[config.mk]
export PLATFORM = sky130hd
export DESIGN_NAME = jtag_tap_ctrl_flat
export DESIGN_NICKNAME = d
export VERILOG_FILES = /design/src/rtl/jtag_tap_pkg.sv /design/src/rtl/jtag_tap_if.sv /design/src/rtl/jtag_tap_fsm.sv /design/src/rtl/jtag_tap_ctrl.sv /design/src/flat_wrapper.sv
export SDC_FILE = /design/constraint.sdc
export NUM_CORES = 1
export LEC_CHECK = 0
export ABC_AREA = 1
export CAP_MARGIN = 10
export CORE_ASPECT_RATIO = 1.2
export CORE_UTILIZATION = 50
export CTS_BUF_LIST = sky130_fd_sc_hd__clkbuf_16
export CTS_CLUSTER_DIAMETER = 120
export DETAILED_ROUTE_END_ITERATION = 8
export PLACE_DENSITY = 0.71
export SETUP_SLACK_MARGIN = 0.02
export SKIP_CTS_REPAIR_TIMING = 1
export SKIP_LAST_GASP = 1
export SLEW_MARGIN = 20
export SYNTH_ARGS = -nofsm -noshare
export SYNTH_HDL_FRONTEND = slang
export SYNTH_HIERARCHICAL = 1
export SYNTH_SLANG_ARGS = --single-unit
[constraint.sdc]
create_clock -name jtag_tck_i -period 5.3 [get_ports jtag_tck_i]
set_clock_uncertainty 0.05 [all_clocks]
set_input_delay 0.795 -clock jtag_tck_i [delete_from_list [all_inputs] [get_ports jtag_tck_i]]
set_output_delay 0.795 -clock jtag_tck_i [all_outputs]
set_load 0.02 [all_outputs]
[src/rtl/jtag_tap_pkg.sv]
// Shared types and constants for the JTAG TAP responder.
package jtag_tap_pkg;

  localparam int unsigned IR_W     = 4;
  localparam int unsigned IDCODE_W = 32;

  typedef enum logic [3:0] {
    TLR, RTI,
    SEL_DR, CAP_DR, SH_DR, EX1_DR, PAUSE_DR, EX2_DR, UPD_DR,
    SEL_IR, CAP_IR, SH_IR, EX1_IR, PAUSE_IR, EX2_IR, UPD_IR
  } tap_state_e;

  localparam logic [IR_W-1:0] INSTR_IDCODE  = 4'b0010;
  localparam logic [IR_W-1:0] INSTR_CONFREG = 4'b0111;
  localparam logic [IR_W-1:0] INSTR_USER    = 4'b0100;
  localparam logic [IR_W-1:0] INSTR_BYPASS  = 4'b1111;
  localparam logic [IR_W-1:0] IR_CAPTURE    = 4'b0101;

  // State decodes handed from the FSM to the register datapath.
  typedef struct packed {
    logic capture_dr;
    logic shift_dr;
    logic update_dr;
    logic capture_ir;
    logic shift_ir;
    logic enter_tlr;
    logic enter_upd_dr;
    logic enter_upd_ir;
  } tap_dec_t;

endpackage

[src/rtl/jtag_tap_if.sv]
// Pad-side and SoC-side signals of the TAP responder.
interface jtag_tap_if #(
  parameter int unsigned CONF_W = 9
) ();
  logic              jtag_tms_i;
  logic              jtag_tdi_i;
  logic              jtag_tdo_o;
  logic [CONF_W-1:0] confreg_o;
  logic [CONF_W-1:0] confreg_i;
  logic              user_sel_o;
  logic              capture_dr_o;
  logic              shift_dr_o;
  logic              update_dr_o;
  logic              user_tdi_o;
  logic              user_tdo_i;

  modport master (
    output jtag_tms_i, jtag_tdi_i, confreg_i, user_tdo_i,
    input  jtag_tdo_o, confreg_o, user_sel_o, capture_dr_o, shift_dr_o,
           update_dr_o, user_tdi_o
  );

  modport slave (
    input  jtag_tms_i, jtag_tdi_i, confreg_i, user_tdo_i,
    output jtag_tdo_o, confreg_o, user_sel_o, capture_dr_o, shift_dr_o,
           update_dr_o, user_tdi_o
  );
endinterface

[src/rtl/jtag_tap_fsm.sv]
// 16-state 1149.1 TAP controller with state decodes for the datapath.
module jtag_tap_fsm
  import jtag_tap_pkg::*;
(
  input  logic     clk,
  input  logic     rst_n,
  input  logic     tms,
  output tap_dec_t dec_c
);

  tap_state_e state_q;
  tap_state_e state_next_c;

  always_ff @(posedge clk or negedge rst_n) begin
    if (!rst_n) state_q <= TLR;
    else        state_q <= state_next_c;
  end

  always_comb begin
    state_next_c = state_q;
    unique case (state_q)
      TLR:      state_next_c = tms ? TLR      : RTI;
      RTI:      state_next_c = tms ? SEL_DR   : RTI;
      SEL_DR:   state_next_c = tms ? SEL_IR   : CAP_DR;
      CAP_DR:   state_next_c = tms ? EX1_DR   : SH_DR;
      SH_DR:    state_next_c = tms ? EX1_DR   : SH_DR;
      EX1_DR:   state_next_c = tms ? UPD_DR   : PAUSE_DR;
      PAUSE_DR: state_next_c = tms ? EX2_DR   : PAUSE_DR;
      EX2_DR:   state_next_c = tms ? UPD_DR   : SH_DR;
      UPD_DR:   state_next_c = tms ? SEL_DR   : RTI;
      SEL_IR:   state_next_c = tms ? TLR      : CAP_IR;
      CAP_IR:   state_next_c = tms ? EX1_IR   : SH_IR;
      SH_IR:    state_next_c = tms ? EX1_IR   : SH_IR;
      EX1_IR:   state_next_c = tms ? UPD_IR   : PAUSE_IR;
      PAUSE_IR: state_next_c = tms ? EX2_IR   : PAUSE_IR;
      EX2_IR:   state_next_c = tms ? UPD_IR   : SH_IR;
      UPD_IR:   state_next_c = tms ? SEL_DR   : RTI;
      default:  state_next_c = TLR;
    endcase
  end

  // Update/TLR effects land on the edge that enters the state, hence next-state decodes.
  always_comb begin
    dec_c              = '0;
    dec_c.capture_dr   = (state_q == CAP_DR);
    dec_c.shift_dr     = (state_q == SH_DR);
    dec_c.update_dr    = (state_q == UPD_DR);
    dec_c.capture_ir   = (state_q == CAP_IR);
    dec_c.shift_ir     = (state_q == SH_IR);
    dec_c.enter_tlr    = (state_next_c == TLR);
    dec_c.enter_upd_dr = (state_next_c == UPD_DR);
    dec_c.enter_upd_ir = (state_next_c == UPD_IR);
  end

endmodule

[src/rtl/jtag_tap_ctrl.sv]
// JTAG TAP responder: IR, BYPASS/IDCODE/CONFREG chains, USER hook, negedge TDO.
module jtag_tap_ctrl
  import jtag_tap_pkg::*;
#(
  parameter logic [IDCODE_W-1:0] IDCODE_VAL = 32'h2495_11C3,
  parameter int unsigned         CONF_W     = 9
) (
  input  logic       jtag_tck_i,
  input  logic       jtag_trst_ni,
  jtag_tap_if.slave  tap
);

  tap_dec_t dec_c;

  logic [IR_W-1:0]     ir_q;
  logic [IR_W-1:0]     ir_shift_q;
  logic                bypass_q;
  logic [IDCODE_W-1:0] idcode_q;
  logic [CONF_W-1:0]   conf_shift_q;
  logic [CONF_W-1:0]   confreg_q;
  logic                tdo_q;
  logic                tdo_c;

  logic sel_idcode_c;
  logic sel_conf_c;
  logic sel_user_c;
  logic sel_bypass_c;

  jtag_tap_fsm u_fsm (
    .clk   (jtag_tck_i),
    .rst_n (jtag_trst_ni),
    .tms   (tap.jtag_tms_i),
    .dec_c (dec_c)
  );

  // Unlisted instruction codes fall through to BYPASS.
  always_comb begin
    sel_idcode_c = (ir_q == INSTR_IDCODE);
    sel_conf_c   = (ir_q == INSTR_CONFREG);
    sel_user_c   = (ir_q == INSTR_USER);
    sel_bypass_c = !(sel_idcode_c || sel_conf_c || sel_user_c);
  end

  // Instruction register path.
  always_ff @(posedge jtag_tck_i or negedge jtag_trst_ni) begin
    if (!jtag_trst_ni) begin
      ir_q       <= INSTR_IDCODE;
      ir_shift_q <= '0;
    end else if (dec_c.enter_tlr) begin
      ir_q       <= INSTR_IDCODE;
      ir_shift_q <= '0;
    end else begin
      if (dec_c.capture_ir)    ir_shift_q <= IR_CAPTURE;
      else if (dec_c.shift_ir) ir_shift_q <= {tap.jtag_tdi_i, ir_shift_q[IR_W-1:1]};
      if (dec_c.enter_upd_ir)  ir_q <= ir_shift_q;
    end
  end

  // Data register chains; USER data lives outside this block.
  always_ff @(posedge jtag_tck_i or negedge jtag_trst_ni) begin
    if (!jtag_trst_ni) begin
      bypass_q     <= 1'b0;
      idcode_q     <= '0;
      conf_shift_q <= '0;
      confreg_q    <= '0;
    end else if (dec_c.enter_tlr) begin
      bypass_q     <= 1'b0;
      idcode_q     <= '0;
      conf_shift_q <= '0;
      confreg_q    <= '0;
    end else begin
      if (dec_c.capture_dr) begin
        bypass_q <= 1'b0;
        if (sel_idcode_c) idcode_q     <= IDCODE_VAL;
        if (sel_conf_c)   conf_shift_q <= tap.confreg_i;
      end else if (dec_c.shift_dr) begin
        if (sel_bypass_c) bypass_q     <= tap.jtag_tdi_i;
        if (sel_idcode_c) idcode_q     <= {tap.jtag_tdi_i, idcode_q[IDCODE_W-1:1]};
        if (sel_conf_c)   conf_shift_q <= {tap.jtag_tdi_i, conf_shift_q[CONF_W-1:1]};
      end
      if (dec_c.enter_upd_dr && sel_conf_c) confreg_q <= conf_shift_q;
    end
  end

  always_comb begin
    tdo_c = 1'b0;
    if (dec_c.shift_ir) begin
      tdo_c = ir_shift_q[0];
    end else if (dec_c.shift_dr) begin
      if (sel_user_c)        tdo_c = tap.user_tdo_i;
      else if (sel_idcode_c) tdo_c = idcode_q[0];
      else if (sel_conf_c)   tdo_c = conf_shift_q[0];
      else                   tdo_c = bypass_q;
    end
  end

  // TDO launches on the falling edge so the initiator can sample it on the next rise.
  always_ff @(negedge jtag_tck_i or negedge jtag_trst_ni) begin
    if (!jtag_trst_ni) tdo_q <= 1'b0;
    else               tdo_q <= tdo_c;
  end

  assign tap.jtag_tdo_o   = tdo_q;
  assign tap.confreg_o    = confreg_q;
  assign tap.user_sel_o   = sel_user_c;
  assign tap.capture_dr_o = sel_user_c && dec_c.capture_dr;
  assign tap.shift_dr_o   = sel_user_c && dec_c.shift_dr;
  assign tap.update_dr_o  = sel_user_c && dec_c.update_dr;
  assign tap.user_tdi_o   = tap.jtag_tdi_i;

endmodule

[src/flat_wrapper.sv]
// flat-port wrapper written by rule: the top's interface ports become plain ports
module jtag_tap_ctrl_flat import jtag_tap_pkg::*;
#(
  parameter logic [IDCODE_W-1:0] IDCODE_VAL = 32'h2495_11C3,
  parameter int unsigned         CONF_W     = 9
)
  (jtag_tck_i, jtag_trst_ni, tap_jtag_tms_i, tap_jtag_tdi_i, tap_confreg_i, tap_user_tdo_i, tap_jtag_tdo_o, tap_confreg_o, tap_user_sel_o, tap_capture_dr_o, tap_shift_dr_o, tap_update_dr_o, tap_user_tdi_o);
  jtag_tap_if #(.CONF_W(CONF_W)) tap_i ();
  input  logic jtag_tck_i;
  input  logic jtag_trst_ni;
  input wire logic [$bits(tap_i.jtag_tms_i)-1:0] tap_jtag_tms_i;
  input wire logic [$bits(tap_i.jtag_tdi_i)-1:0] tap_jtag_tdi_i;
  input wire logic [$bits(tap_i.confreg_i)-1:0] tap_confreg_i;
  input wire logic [$bits(tap_i.user_tdo_i)-1:0] tap_user_tdo_i;
  output wire logic [$bits(tap_i.jtag_tdo_o)-1:0] tap_jtag_tdo_o;
  output wire logic [$bits(tap_i.confreg_o)-1:0] tap_confreg_o;
  output wire logic [$bits(tap_i.user_sel_o)-1:0] tap_user_sel_o;
  output wire logic [$bits(tap_i.capture_dr_o)-1:0] tap_capture_dr_o;
  output wire logic [$bits(tap_i.shift_dr_o)-1:0] tap_shift_dr_o;
  output wire logic [$bits(tap_i.update_dr_o)-1:0] tap_update_dr_o;
  output wire logic [$bits(tap_i.user_tdi_o)-1:0] tap_user_tdi_o;
  assign tap_i.jtag_tms_i = tap_jtag_tms_i;
  assign tap_i.jtag_tdi_i = tap_jtag_tdi_i;
  assign tap_i.confreg_i = tap_confreg_i;
  assign tap_i.user_tdo_i = tap_user_tdo_i;
  assign tap_jtag_tdo_o = tap_i.jtag_tdo_o;
  assign tap_confreg_o = tap_i.confreg_o;
  assign tap_user_sel_o = tap_i.user_sel_o;
  assign tap_capture_dr_o = tap_i.capture_dr_o;
  assign tap_shift_dr_o = tap_i.shift_dr_o;
  assign tap_update_dr_o = tap_i.update_dr_o;
  assign tap_user_tdi_o = tap_i.user_tdi_o;
  jtag_tap_ctrl #(.IDCODE_VAL(IDCODE_VAL), .CONF_W(CONF_W)) u_core (.jtag_tck_i(jtag_tck_i), .jtag_trst_ni(jtag_trst_ni), .tap(tap_i));
endmodule
==> impl_results.md, run 1 <==
- First-pass detailed-route iteration total: 4
- Max Cap Violations: 0
- Top Family by Delay on Critical Path: buffers and inverters
- Clk_lat worst skew: 330 ps
- # clock sinks: 64
- Initial DRC count: 182
- PortBufs: 28
- Clock transition at path regs: 50 ps
- First-pass GRT wire length: 11140 um
- Initial core utilization: 52.35%
- Slowest-stage cell, CP: clkdlybuf4s50_1
- Post-synthesis instance total: 394
- Max FO, Critical Path: 1
- Vias in the first global route: 2385
- Area grow syn2layout: 18.13%
- Power density of the placed cells: 621.3 nW/um2
- Layout cells sized above 1: a little over a tenth
- TritonCTS Buffers: 9
- Leading cell type in the layout, fill and taps excluded: nand2_1
- Leakage power: 1.846 nW
- Number of hold violations in the final report: 0
- Max VDD drop: 0.3550 mV
- Std-Cell Rows: 31
- H-tree levels: 3
- Root buffer cell: clkbuf_16
- Yosys cell types: 31
- Share of the synthesized area in the top cell type: 48.67%
- Die Ht: between 80 and 90 um
- Switching part of the total: 45.42%
- Dominant cell type by area after synthesis: dfrtp_1
- GR Overflow Total: 0
- Max_slew headroom: 48.03%
- Worst EP required: 4450 ps
- Yosys reg bits: 64
- Vias per cell: 5.244
- NetSw: 1.063 mW
- Diodes inserted: 0
- Crit-path cells: clkdlybuf4s50_1
- Total routed wirelength: 6717 um
- Min Hold Slack: between 400 and 500 ps
- Post-Syn Area: between 3000 and 4000 um2
- Dpl hpwl: 4186 um
- Core Region: 6090 um2
- Part of the power in combinational logic: 42.4%
- Syn. warnings: 6
- Main flop type after synthesis: dfrtp_1
- Status: complete, no violations
- Die area: ~6700 um2
- Critical path arrival: 3970 ps
- Syn_nets: 408
- TritonCTS clock tree: built
- Crit Path Class: reg -> out
- Fin. max-slew vios: 0
- Die W: 74.90 um
- All-Layer GR Usage: 22.39%
- Synth async-reset ratio: between 90% and 100%
- Setup WS pre-CTS: ~830 ps
- Vias: 2643
- Setup tns final: 0 ps
- Setup-failing EPs final: 0
- Setup crit start kind: register
- I/O Pins: 29
- Routability congestion estimate: 0.8684
- CP peak stage delay: 600 ps
- Flop pwr share: 30.3%
- EDFF count, synth: 0
- Clock power share: 27.3%
- Worst hold path class: reg -> reg
- Initial antenna violation count: 0
- Final antenna-violating net count: 0
- CTS max path bufs: 2
- Setup WS post-layout: 486.7 ps
- Post-DR wirelength/cell: 13.33 um
- Final #Nets: between 400 and 500
- Seq/Total Area, Yosys: 50.27%
- Mean Syn Cell Area: 8.092 um2
- Most frequent cells in the layout: 102 x nand2_1, 62 x dfrtp_1, 46 x nand3_1
- Internal power: 1.277 mW
- Largest net degree at the start of global routing: between 60 and 70
- Residual DRC count: 0
- Worst path buffer plus inverter count: 1
- Setup crit end kind: primary output
- Slew @ Worst Pin: 779.6 ps
- Top cells by area, synth: dfrtp_1 49%, nand2_1 12%, nand3_1 7.2%
- Unrepaired setup endpoints after global routing: false
## synthesized netlist by cell type (2+ instances only)
master	instances
nand3_1	46
nor2_1	34
nor2_4	2
o22ai_1	5
a21oi_1	6
inv_1	41
buf_4	3
o21ai_0	40
o21ai_2	6
o21ai_1	9
buf_2	3
a21oi_4	2
inv_2	3
nand4_1	2
clkbuf_1	3
buf_6	6
nand2_2	4
nand2_1	102
dfrtp_1	62
nor2_2	4
## final timing paths
check / startpoint / to / slack [ps] / cells after the start
max: u_core/tap.jtag_tdo_o / tap_jtag_tdo_o / 490 / 1
min: u_core/idcode_q[1] / u_core/idcode_q[1] / 430 / 2
max reg2reg: u_core/u_fsm/state_q[3] / u_core/tap.jtag_tdo_o / 970 / 9
min reg2reg: u_core/idcode_q[1] / u_core/idcode_q[1] / 430 / 2
max in group asynchronous: jtag_trst_ni / u_core/tap.jtag_tdo_o / 2340 / 1
min in group asynchronous: jtag_trst_ni / u_core/tap.confreg_o[0] / 630 / 2
## area by class of cell
cell class | instances | area, um2
fill | 522 | 2323
tap | 82 | 102.6
clock inverter | 7 | 102.6
clock buffer | 9 | 225.2
timing repair buffer | 29 | 282.8
sequential | 64 | 1603
inverter | 45 | 171.4
multi-input combinational | 268 | 1279
## cell families after synthesis
family	after synthesis	synth area share, %
compound gates	70	12.79
simple gates	198	27.32
flops	64	50.27
buf+inv	62	9.615
## registers in the layout (all words and copies together), names as in the netlist
name                   cells
u_core/tap.jtag_tdo_o      1
u_core/u_fsm/state_q       4
u_core/tap.confreg_o       9
u_core/ir_shift_q          4
u_core/ir_q                4
u_core/idcode_q           32
u_core/conf_shift_q        9
u_core/bypass_q            1
## metrics by stage
stage / util [%] / area, um2 / cells / total power [mW]
final: 61.85 / 3766 / 504 / 2.340
after global routing: 61.85 / 3766 / 504 / 2.517
after CTS: 61.85 / 3766 / 504 / 2.352
after detailed placement: 56.46 / 3438 / 488 / 1.691
after global placement: 56.46 / 3438 / 488 / 1.679
after floorplan: - / 3188 / 394 / 1.651
## power groups by stage
stage | Sequential (mW) | Combinational [mW] | Clock [mW]
floorplan | 0.680 | 0.970 | 0
global placement | 0.712 | 0.968 | 0
detailed placement | 0.713 | 0.978 | 0
CTS | 0.708 | 0.995 | 0.649
global route | 0.724 | 1.12 | 0.671
finish | 0.710 | 0.992 | 0.638
## metal layers
| metal | routed length (um) | part of all wire [%] | vias to the layer above | track usage [%] |
|---|---|---|---|---|
| li1 | - | - | 1317 | - |
| met1 | 3107 | 46 | 1248 | 28.67 |
| met2 | 3183 | 47 | 66 | 36.28 |
| met3 | 273 | 4.1 | 12 | 4.284 |
| met4 | 153 | 2.3 | 0 | 10.81 |
| met5 | 0 | 0 | - | 0 |
(Power assumes the default switching activity.)
==> inputs of run 2 (changes only) <==
SETUP_SLACK_MARGIN = 0.1   (was 0.02)
==> results of run 2 <==
Final layout, timing and power as in run 1 (identical DEF).
